$ cat src/rtl/dac_spi_tx.sv
// Servo-loop DAC transmitter: rescales the signed controller output Yk to a 12-bit offset-binary
// code and ships it MSB-first as a 16-bit SPI frame. Define SAT_EN for saturating conversion.
module dac_spi_tx #(
  parameter int unsigned cant_bits = 16,
  parameter int unsigned FRAC_BITS = 8,
  parameter int unsigned CLK_DIV   = 4
) (
  input  logic                     Clk_G,
  input  logic                     Rst_G,
  input  logic [2*cant_bits-1:0]   Yk,
  input  logic                     Tx_Start,
  output logic                     SClk,
  output logic                     Sync_n,
  output logic                     Dout,
  output logic                     Busy,
  output logic                     Tx_Done,
  output logic                     Ovr,
  output logic                     Sat
);

  localparam int unsigned YW       = 2 * cant_bits;
  localparam logic [7:0]  HalfLast = 8'(CLK_DIV - 1);

  typedef enum logic [2:0] {
    StIdle  = 3'd0,
    StLoad  = 3'd1,
    StShift = 3'd2,
    StGap   = 3'd3,
    StDone  = 3'd4
  } state_e;

  state_e                state_q, state_d;
  logic signed [YW-1:0]  yk_q, yk_d;
  logic [15:0]           sr_q, sr_d;
  logic [7:0]            half_q, half_d;
  logic [3:0]            bit_q, bit_d;
  logic                  sclk_q, sclk_d;
  logic                  sync_n_q, sync_n_d;
  logic                  dout_q, dout_d;
  logic                  busy_q, busy_d;
  logic                  done_q, done_d;
  logic                  ovr_q, ovr_d;
  logic [11:0]           code;

`ifdef SAT_EN
  localparam logic signed [YW-1:0] SMax = YW'(2047);
  localparam logic signed [YW-1:0] SMin = YW'(-2048);

  logic signed [YW-1:0] s;
  logic                 clip;
  logic                 sat_q;

  always_comb begin
    s    = yk_q >>> FRAC_BITS;
    code = s[11:0] ^ 12'h800;
    clip = 1'b0;
    if (s > SMax) begin
      code = 12'hFFF;
      clip = 1'b1;
    end else if (s < SMin) begin
      code = 12'h000;
      clip = 1'b1;
    end
  end

  // Sat reflects the frame launched from LOAD and holds until the next one.
  always_ff @(posedge Clk_G or posedge Rst_G) begin
    if (Rst_G) begin
      sat_q <= 1'b0;
    end else if (state_q == StLoad) begin
      sat_q <= clip;
    end
  end

  assign Sat = sat_q;
`else
  logic unused_yk;

  // Wrapping conversion: offset binary is the low 12 bits with the sign bit flipped.
  assign code      = yk_q[FRAC_BITS +: 12] ^ 12'h800;
  assign unused_yk = ^yk_q;
  assign Sat       = 1'b0;
`endif

  always_ff @(posedge Clk_G or posedge Rst_G) begin
    if (Rst_G) begin
      state_q  <= StIdle;
      yk_q     <= '0;
      sr_q     <= '0;
      half_q   <= '0;
      bit_q    <= '0;
      sclk_q   <= 1'b1;
      sync_n_q <= 1'b1;
      dout_q   <= 1'b0;
      busy_q   <= 1'b0;
      done_q   <= 1'b0;
      ovr_q    <= 1'b0;
    end else begin
      state_q  <= state_d;
      yk_q     <= yk_d;
      sr_q     <= sr_d;
      half_q   <= half_d;
      bit_q    <= bit_d;
      sclk_q   <= sclk_d;
      sync_n_q <= sync_n_d;
      dout_q   <= dout_d;
      busy_q   <= busy_d;
      done_q   <= done_d;
      ovr_q    <= ovr_d;
    end
  end

  always_comb begin
    state_d  = state_q;
    yk_d     = yk_q;
    sr_d     = sr_q;
    half_d   = half_q;
    bit_d    = bit_q;
    sclk_d   = sclk_q;
    sync_n_d = sync_n_q;
    dout_d   = dout_q;
    busy_d   = busy_q;
    done_d   = 1'b0;
    ovr_d    = Tx_Start && (state_q != StIdle);

    case (state_q)
      StIdle: begin
        if (Tx_Start) begin
          yk_d    = Yk;
          busy_d  = 1'b1;
          state_d = StLoad;
        end
      end

      StLoad: begin
        sr_d     = {4'b0000, code};
        dout_d   = sr_d[15];
        sync_n_d = 1'b0;
        sclk_d   = 1'b1;
        half_d   = '0;
        bit_d    = '0;
        state_d  = StShift;
      end

      StShift: begin
        if (half_q == HalfLast) begin
          half_d = '0;
          if (sclk_q) begin
            sclk_d = 1'b0;
          end else if (bit_q == 4'd15) begin
            sclk_d   = 1'b1;
            sync_n_d = 1'b1;
            dout_d   = 1'b0;
            state_d  = StGap;
          end else begin
            // Rising edge: advance to the next bit, sampled at the following fall.
            sclk_d = 1'b1;
            sr_d   = {sr_q[14:0], 1'b0};
            dout_d = sr_q[14];
            bit_d  = bit_q + 4'd1;
          end
        end else begin
          half_d = half_q + 8'd1;
        end
      end

      StGap: begin
        if (half_q == HalfLast) begin
          half_d  = '0;
          done_d  = 1'b1;
          state_d = StDone;
        end else begin
          half_d = half_q + 8'd1;
        end
      end

      StDone: begin
        busy_d  = 1'b0;
        bit_d   = '0;
        state_d = StIdle;
      end

      default: begin
        state_d  = StIdle;
        half_d   = '0;
        bit_d    = '0;
        sclk_d   = 1'b1;
        sync_n_d = 1'b1;
        dout_d   = 1'b0;
        busy_d   = 1'b0;
      end
    endcase
  end

  assign SClk    = sclk_q;
  assign Sync_n  = sync_n_q;
  assign Dout    = dout_q;
  assign Busy    = busy_q;
  assign Tx_Done = done_q;
  assign Ovr     = ovr_q;

endmodule

$ cat config.mk
export PLATFORM = sky130hd
export DESIGN_NAME = dac_spi_tx
export DESIGN_NICKNAME = d
export VERILOG_FILES = /design/src/rtl/dac_spi_tx.sv
export SDC_FILE = /design/constraint.sdc
export NUM_CORES = 1
export LEC_CHECK = 0
export ABC_AREA = 1
export CORE_MARGIN = 2
export CORE_UTILIZATION = 57
export DETAILED_ROUTE_END_ITERATION = 10
export GPL_TIMING_DRIVEN = 0
export PLACE_DENSITY = 0.85
export SLEW_MARGIN = 25
export SYNTH_ARGS = -nofsm -noshare
export SYNTH_HDL_FRONTEND = slang
export SYNTH_SLANG_ARGS = --single-unit
export TNS_END_PERCENT = 100
$ cat constraint.sdc
create_clock -name Clk_G -period 4.7 [get_ports Clk_G]
set_clock_uncertainty 0.1 [all_clocks]
set_input_delay 0.705 -clock Clk_G [delete_from_list [all_inputs] [get_ports Clk_G]]
set_output_delay 0.705 -clock Clk_G [all_outputs]
set_load 0.02 [all_outputs]
==> results of run 1 <==
## cell families (layout without fill, tap and decap cells)
kind of cell    Yosys count  count (layout)  synth area share
xor+xnor                  5               5           0.01744
fa+ha+maj                 2               2          0.009964
flops                    48              48            0.4793
other cells               1               1          0.001493
compound gates           12              12           0.02541
simple gates            217             217            0.3911
buf+inv                  41              70           0.07523
## cell type report
| type | count | share of cell area |
|---|---|---|
| repair buffers | 21 | 0.07821 |
| plain buffers | 16 | 0.03266 |
| clock inverters | 2 | 0.01203 |
| multi-input cells | 237 | 0.3842 |
| inverters | 25 | 0.03223 |
| flip-flops and latches | 48 | 0.4134 |
| clock buffers | 6 | 0.02492 |
| well taps | 52 | 0.02235 |
## Yosys cell counts, types with 2 or more instances
cell type    n  area (um^2)
nand2_1    123        461.7
dfrtp_1     46         1151
nand4_1     31        193.9
nor2_1      30        112.6
inv_1       23        86.33
nand3_1     22        110.1
buf_2        7        35.03
o21ai_0      6        30.03
a21oi_1      4        20.02
xor2_1       4        35.03
buf_4        3        22.52
clkbuf_1     3        11.26
buf_6        2        22.52
dfstp_2      2        52.55
ha_1         2        25.02
inv_2        2        7.510
nand2_2      2        12.51
nand3_2      2        20.02
nor2_2       2        12.51
nor3_1       2        10.01
## worst reg2reg max path, delay by kind of cell, from the launching register on
family                   cells  cell delay, ns
flip-flops                   1            0.43
AND/OR/NAND/NOR              7            0.77
adder cells (fa/ha/maj)      1            0.24
buffers and inverters        1            0.19
## per-stage QoR
stage | worst slack [ns] | std cells | hold WS (ns)
floorplan | 2.754 | 326 | 0.3420
global placement | 1.838 | 398 | 0.3545
detailed placement | 2.684 | 399 | 0.3586
CTS | 2.422 | 407 | 0.3730
global route | 2.382 | 407 | 0.3873
finish | 2.428 | 407 | 0.3708
## metal layers
layer  GRT usage  part of all wire  vias up
li1            -                 -     1103
met1      0.3181              0.44     1062
met2      0.3952              0.49       67
met3     0.05339             0.043       14
met4      0.1047             0.027        0
met5           0                 0        -
## worst paths after layout
path / from / end / slack [ns]
setup / recovery: SClk / SClk / 2.43
hold / removal: Sync_n / Sync_n / 0.37
setup reg to reg: half_q[0] / bit_q[2] / 2.85
hold reg to reg: Sync_n / Sync_n / 0.37
max in group asynchronous: Rst_G / SClk / 3.25
min in group asynchronous: Rst_G / yk_q[11] / 0.66
## state kept, by name, indices dropped and copies added (netlist names)
name,flops
Busy,1
Dout,1
Ovr,1
SClk,1
Sync_n,1
Tx_Done,1
bit_q,4
half_q,8
sr_q,15
state_q,3
yk_q,12
## report_power, final
part	switching, uW	total, uW	internal [uW]
logic	551	852	301
clock network	136	294	158
registers	96.7	657	561
total	784	1800	1020
==> reports/results.tsv, run 1 <==
stage	metric	value	unit
layout	layout_commonest_cell	nand2_1	
clocking	cts-resized-gates	0	
timing	finalCritPeriodShare	0.4834	
route	first_pass_iters	4	
layout	post-route-util	0.6780	
timing	setup_viol	0	
logic_synthesis	synth.avg_cell_area	7.703	um^2
die	die_h	70.38	um
timing	finalHoldViolCount	0	
power_and_ir_drop	power.total	1804	uW
setup_path	slowest_delay	0.60	ns
clocking	cts_buffers	5	
logic_synthesis	synthDistinctLibCells	28	
clocking	tritoncts	yes	
route	drtIter0Drc	209	
power_and_ir_drop	leakage	0.001530	uW
clocking	post_cts_buffers	0	
clocking	cts.sinks	48	
timing	slew_viol_final	0	
setup_path	cp_cell_sequence	clkdlybuf4s50_1	
logic_synthesis	async_reset_ff_frac	1.000	
layout	nets	391	
layout	drive_gt1_frac	0.09577	
clocking	hold_buffers	0	
timing	min_period	2.272	ns
clocking	htree_levels	2	
timing	fmax	0.4401	GHz
route	avgRoutedWirePerCell	13.02	um
place	port_buffers	20	
timing	fin_tns_setup	0	ns
setup_path	path_class	reg -> out	
setup_path	r2r_cells	9	
setup_path	crit_required	3.89	ns
timing	slew_headroom	0.6380	
die	initial_core_util	0.5848	
global_route	grt.overflow.total	0	
layout	area_growth	15.94	%
power_and_ir_drop	peakVddDrop	0.2994	mV
global_route	antenna_found_initial	0	
logic_synthesis	yosys_warnings	0	
die	core	4294	um^2
clocking	cts_root_buffer	clkbuf_8	
route	vias	2246	
global_route	grt_util_all_layers	0.2449	
place	gp_congestion	0.8750	
die	die_w	70.38	um
flow_run	maxCapViolCount	0	
route	ant_nets	0	
die	die-area	4953	um^2
place	dpl_cell_area	2804	um^2
place	hpwl	3936	um
die	ios	42	
die	num_rows	24	
clocking	clk_pin_slew	0.08	ns
setup_path	end_kind	output pin	
timing	tightest_slew	0.5422	ns
global_route	grt_pass1_wl	9701	um
timing	grt_setup_unrepaired	no	
setup_path	slowest_stage	clkdlybuf4s50_1	
hold_path	hold_class	reg -> reg	
layout	n_fill_cell	363	
route	drt_wl_total	5301	um
logic_synthesis	seq_area_frac_synth	0.4793	
setup_path	cp.depth	1	
layout	n_antenna_cell	0	
setup_path	start_kind	register	
logic_synthesis	syn_area	2511	um^2
clocking	clockBufferDepth	2	
route	routed_via_density	5.518	
hold_path	min_path_cells	2	
layout	multi_input_area	1119	um^2
power_and_ir_drop	cellPowerDensity	619.5	nW/um^2
logic_synthesis	ys_ff_latch	48	
layout	stdcell_area	2912	um^2
route	drc	0	
outcome	status	completed	
logic_synthesis	synth_edf_count	0	
logic_synthesis	synth_cells	326	
layout	ff_latch_area	1204	um^2
setup_path	cp_num_buf_inv	1	
clocking	clk_latency	0.30	ns
setup_path	crit_fanout	4	
logic_synthesis	syn_nets	363	
logic_synthesis	synth-main-ff-cell	dfrtp_1	
global_route	grt_max_degree	26	
layout	final_cell_mix	nand2_1, dfrtp_1, nand4_1, nor2_1	
setup_path	arrival	1.47	ns
setup_path	cp_top_family	buffers and inverters	
global_route	grt_pass1_vias	2194	
No activity file was read; power rests on OpenSTA's default activity.
==> inputs of run 2 (changes only) <==
Settings changed: CORE_UTILIZATION 57 to 53, PLACE_DENSITY 0.85 to 0.8.
Clock period 4.7 ns to 2.4 ns, I/O delays scaled along.
==> run 2 against run 1 <==
  * Sequential power rose by 96%
  * Power rose by 93%
  * Die area up 7.1%
  * Design area down 0.64%
  * Clock power grew 74%
  * Cell count rose by 0.49%
  * First-iteration DRC count shrank 13%
  * Combinational power up 96%
  * Register-to-register slack got worse by 2.3 ns
  * Highest routed layer unchanged
==> reports/results.tsv, run 2 (synthesized netlist as in run 1, its figures left out) <==
stage	metric	value	unit	change
setup_path	r2r_cells	9		unchanged
setup_path	crit_start	SClk		
layout	nets	391		unchanged
clocking	clk_latency	0.31	ns	about the same
global_route	grt.overflow.total	0		unchanged
setup_path	cp_num_buf_inv	1		unchanged
global_route	antenna_found_initial	0		unchanged
hold_path	hold_class	in -> async		
power_and_ir_drop	power.total	3478	uW	+93%
setup_path	slowest_delay	0.60	ns	about the same
clocking	htree_levels	2		unchanged
timing	min_period	1.950	ns	
setup_path	cp_cell_sequence	clkdlybuf4s50_1		
setup_path	crit_required	1.94	ns	-1.95 ns
layout	area_growth	15.20	%	
setup_path	crit_fanout	4		unchanged
setup_path	r2r_start	half_q[0]		
layout	regMostFlops	sr_q		
clocking	cts-resized-gates	0		unchanged
layout	drive_gt1_frac	0.09577		unchanged
setup_path	cp_top_family	buffers and inverters		
setup_path	path_class	reg -> out		
setup_path	arrival	1.49	ns	+0.02 ns
global_route	grt_pass1_vias	2172		-1.0%
die	num_rows	25		+4.2%
setup_path	end_kind	output pin		
layout	post-route-util	0.6249		-0.05317
clocking	tritoncts	yes		
setup_path	r2r_setup_slack	0.57	ns	-2.28 ns
clocking	cts.sinks	48		unchanged
place	dpl_cell_area	2799	um^2	-0.18%
route	first_pass_iters	4		unchanged
route	drt_wl_total	5481	um	+3.4%
layout	final_cell_mix	nand2_1, dfrtp_1, nand4_1, nor2_1		
global_route	grt_util_all_layers	0.2335		-0.01139
route	ant_nets	0		unchanged
clocking	post_cts_buffers	0		unchanged
die	die-area	5305	um^2	+7.1%
place	port_buffers	20		unchanged
clocking	clk_pin_slew	0.09	ns	about the same
die	core	4629	um^2	+7.8%
clocking	cts_root_buffer	clkbuf_8		
timing	fmax	0.5128	GHz	
global_route	grt_pass1_wl	9577	um	-1.3%
route	vias	2210		-1.6%
layout	largest_reg_flops	15		unchanged
power_and_ir_drop	leakage	0.001516	uW	-0.91%
die	die_w	72.84	um	+3.5%
route	drtIter0Drc	181		-13%
layout	layout_commonest_cell	nand2_1		
timing	finalHoldViolCount	0		unchanged
place	gp_congestion	0.8932		+2.1%
flow_run	maxCapViolCount	0		unchanged
die	ios	42		unchanged
outcome	status	completed		
clocking	clockBufferDepth	2		unchanged
route	drc	0		unchanged
timing	fin_tns_setup	0	ns	unchanged
power_and_ir_drop	peakVddDrop	0.7124	mV	+140%
setup_path	start_kind	register		
layout	top_regs	sr_q (15), yk_q (12), half_q (8)		
power_and_ir_drop	cellPowerDensity	1202	nW/um^2	+94%
layout	stdcell_area	2893	um^2	-0.64%
setup_path	slowest_stage	clkdlybuf4s50_1		
die	die_h	72.84	um	+3.5%
place	hpwl	3979	um	+1.1%
clocking	cts_buffers	5		unchanged
setup_path	timing.rr.end	bit_q[2]		
timing	grt_setup_unrepaired	no		
route	routed_via_density	5.403		-2.1%
route	avgRoutedWirePerCell	13.40	um	+2.9%
timing	setup_viol	0		unchanged
global_route	grt_max_degree	32		+23%
die	initial_core_util	0.5424		-0.04236
layout	n_antenna_cell	0		unchanged
timing	finalCritPeriodShare	0.8125		
timing	slew_viol_final	0		unchanged
clocking	hold_buffers	0		unchanged
-- run 2: layout make-up --
class,count,area [um^2]
inverters,25,93.84
plain buffers,16,95.09
flip-flops and latches,48,1204
clock buffers,7,86.33
well taps,54,67.56
clock inverters,1,7.507
multi-input cells,237,1119
fillers,413,1737
repair buffers,21,220.2
-- run 2: how the worst max path moves through the flow --
| stage | end | slack [ns] | cells past startpoint |
|---|---|---|---|
| finish | SClk | 0.45 | 1 |
| global route | bit_q[3] | 0.40 | 9 |
| CTS | SClk | 0.45 | 1 |
| detailed placement | bit_q[2] | 0.60 | 9 |
| global placement | Dout | -0.14 | 2 |
| floorplan | Busy | 0.80 | 1 |
-- run 2: power breakdown --
part           total, uW  internal, uW  leakage, uW  switching (uW)
clock network        511           235    0.0000445             277
registers           1290          1100     0.000617             194
logic               1670           588     0.000855            1090
total               3480          1920      0.00152            1560
-- run 2: metal layers --
layer  global-route usage  wire length [um]  vias to the layer above  share of wire
li1                     -                 -                     1107              -
met1               0.2968              2452                     1037           0.45
met2               0.3960              2705                       57           0.49
met3              0.03591               217                        9          0.040
met4               0.1008               106                        0          0.019
met5                    0                 0                        -              0
-- run 2: stage by stage --
stage | instances | hold WS [ns] | setup slack (ns)
4_1_cts | 409 | 0.2730 | 0.4451
5_1_grt | 409 | 0.2828 | 0.4012
2_1_floorplan | 326 | 0.3420 | 0.7988
3_5_place_dp | 401 | 0.3587 | 0.5991
3_3_place_gp | 400 | 0.3540 | -0.1363
6_report | 409 | 0.2494 | 0.4501
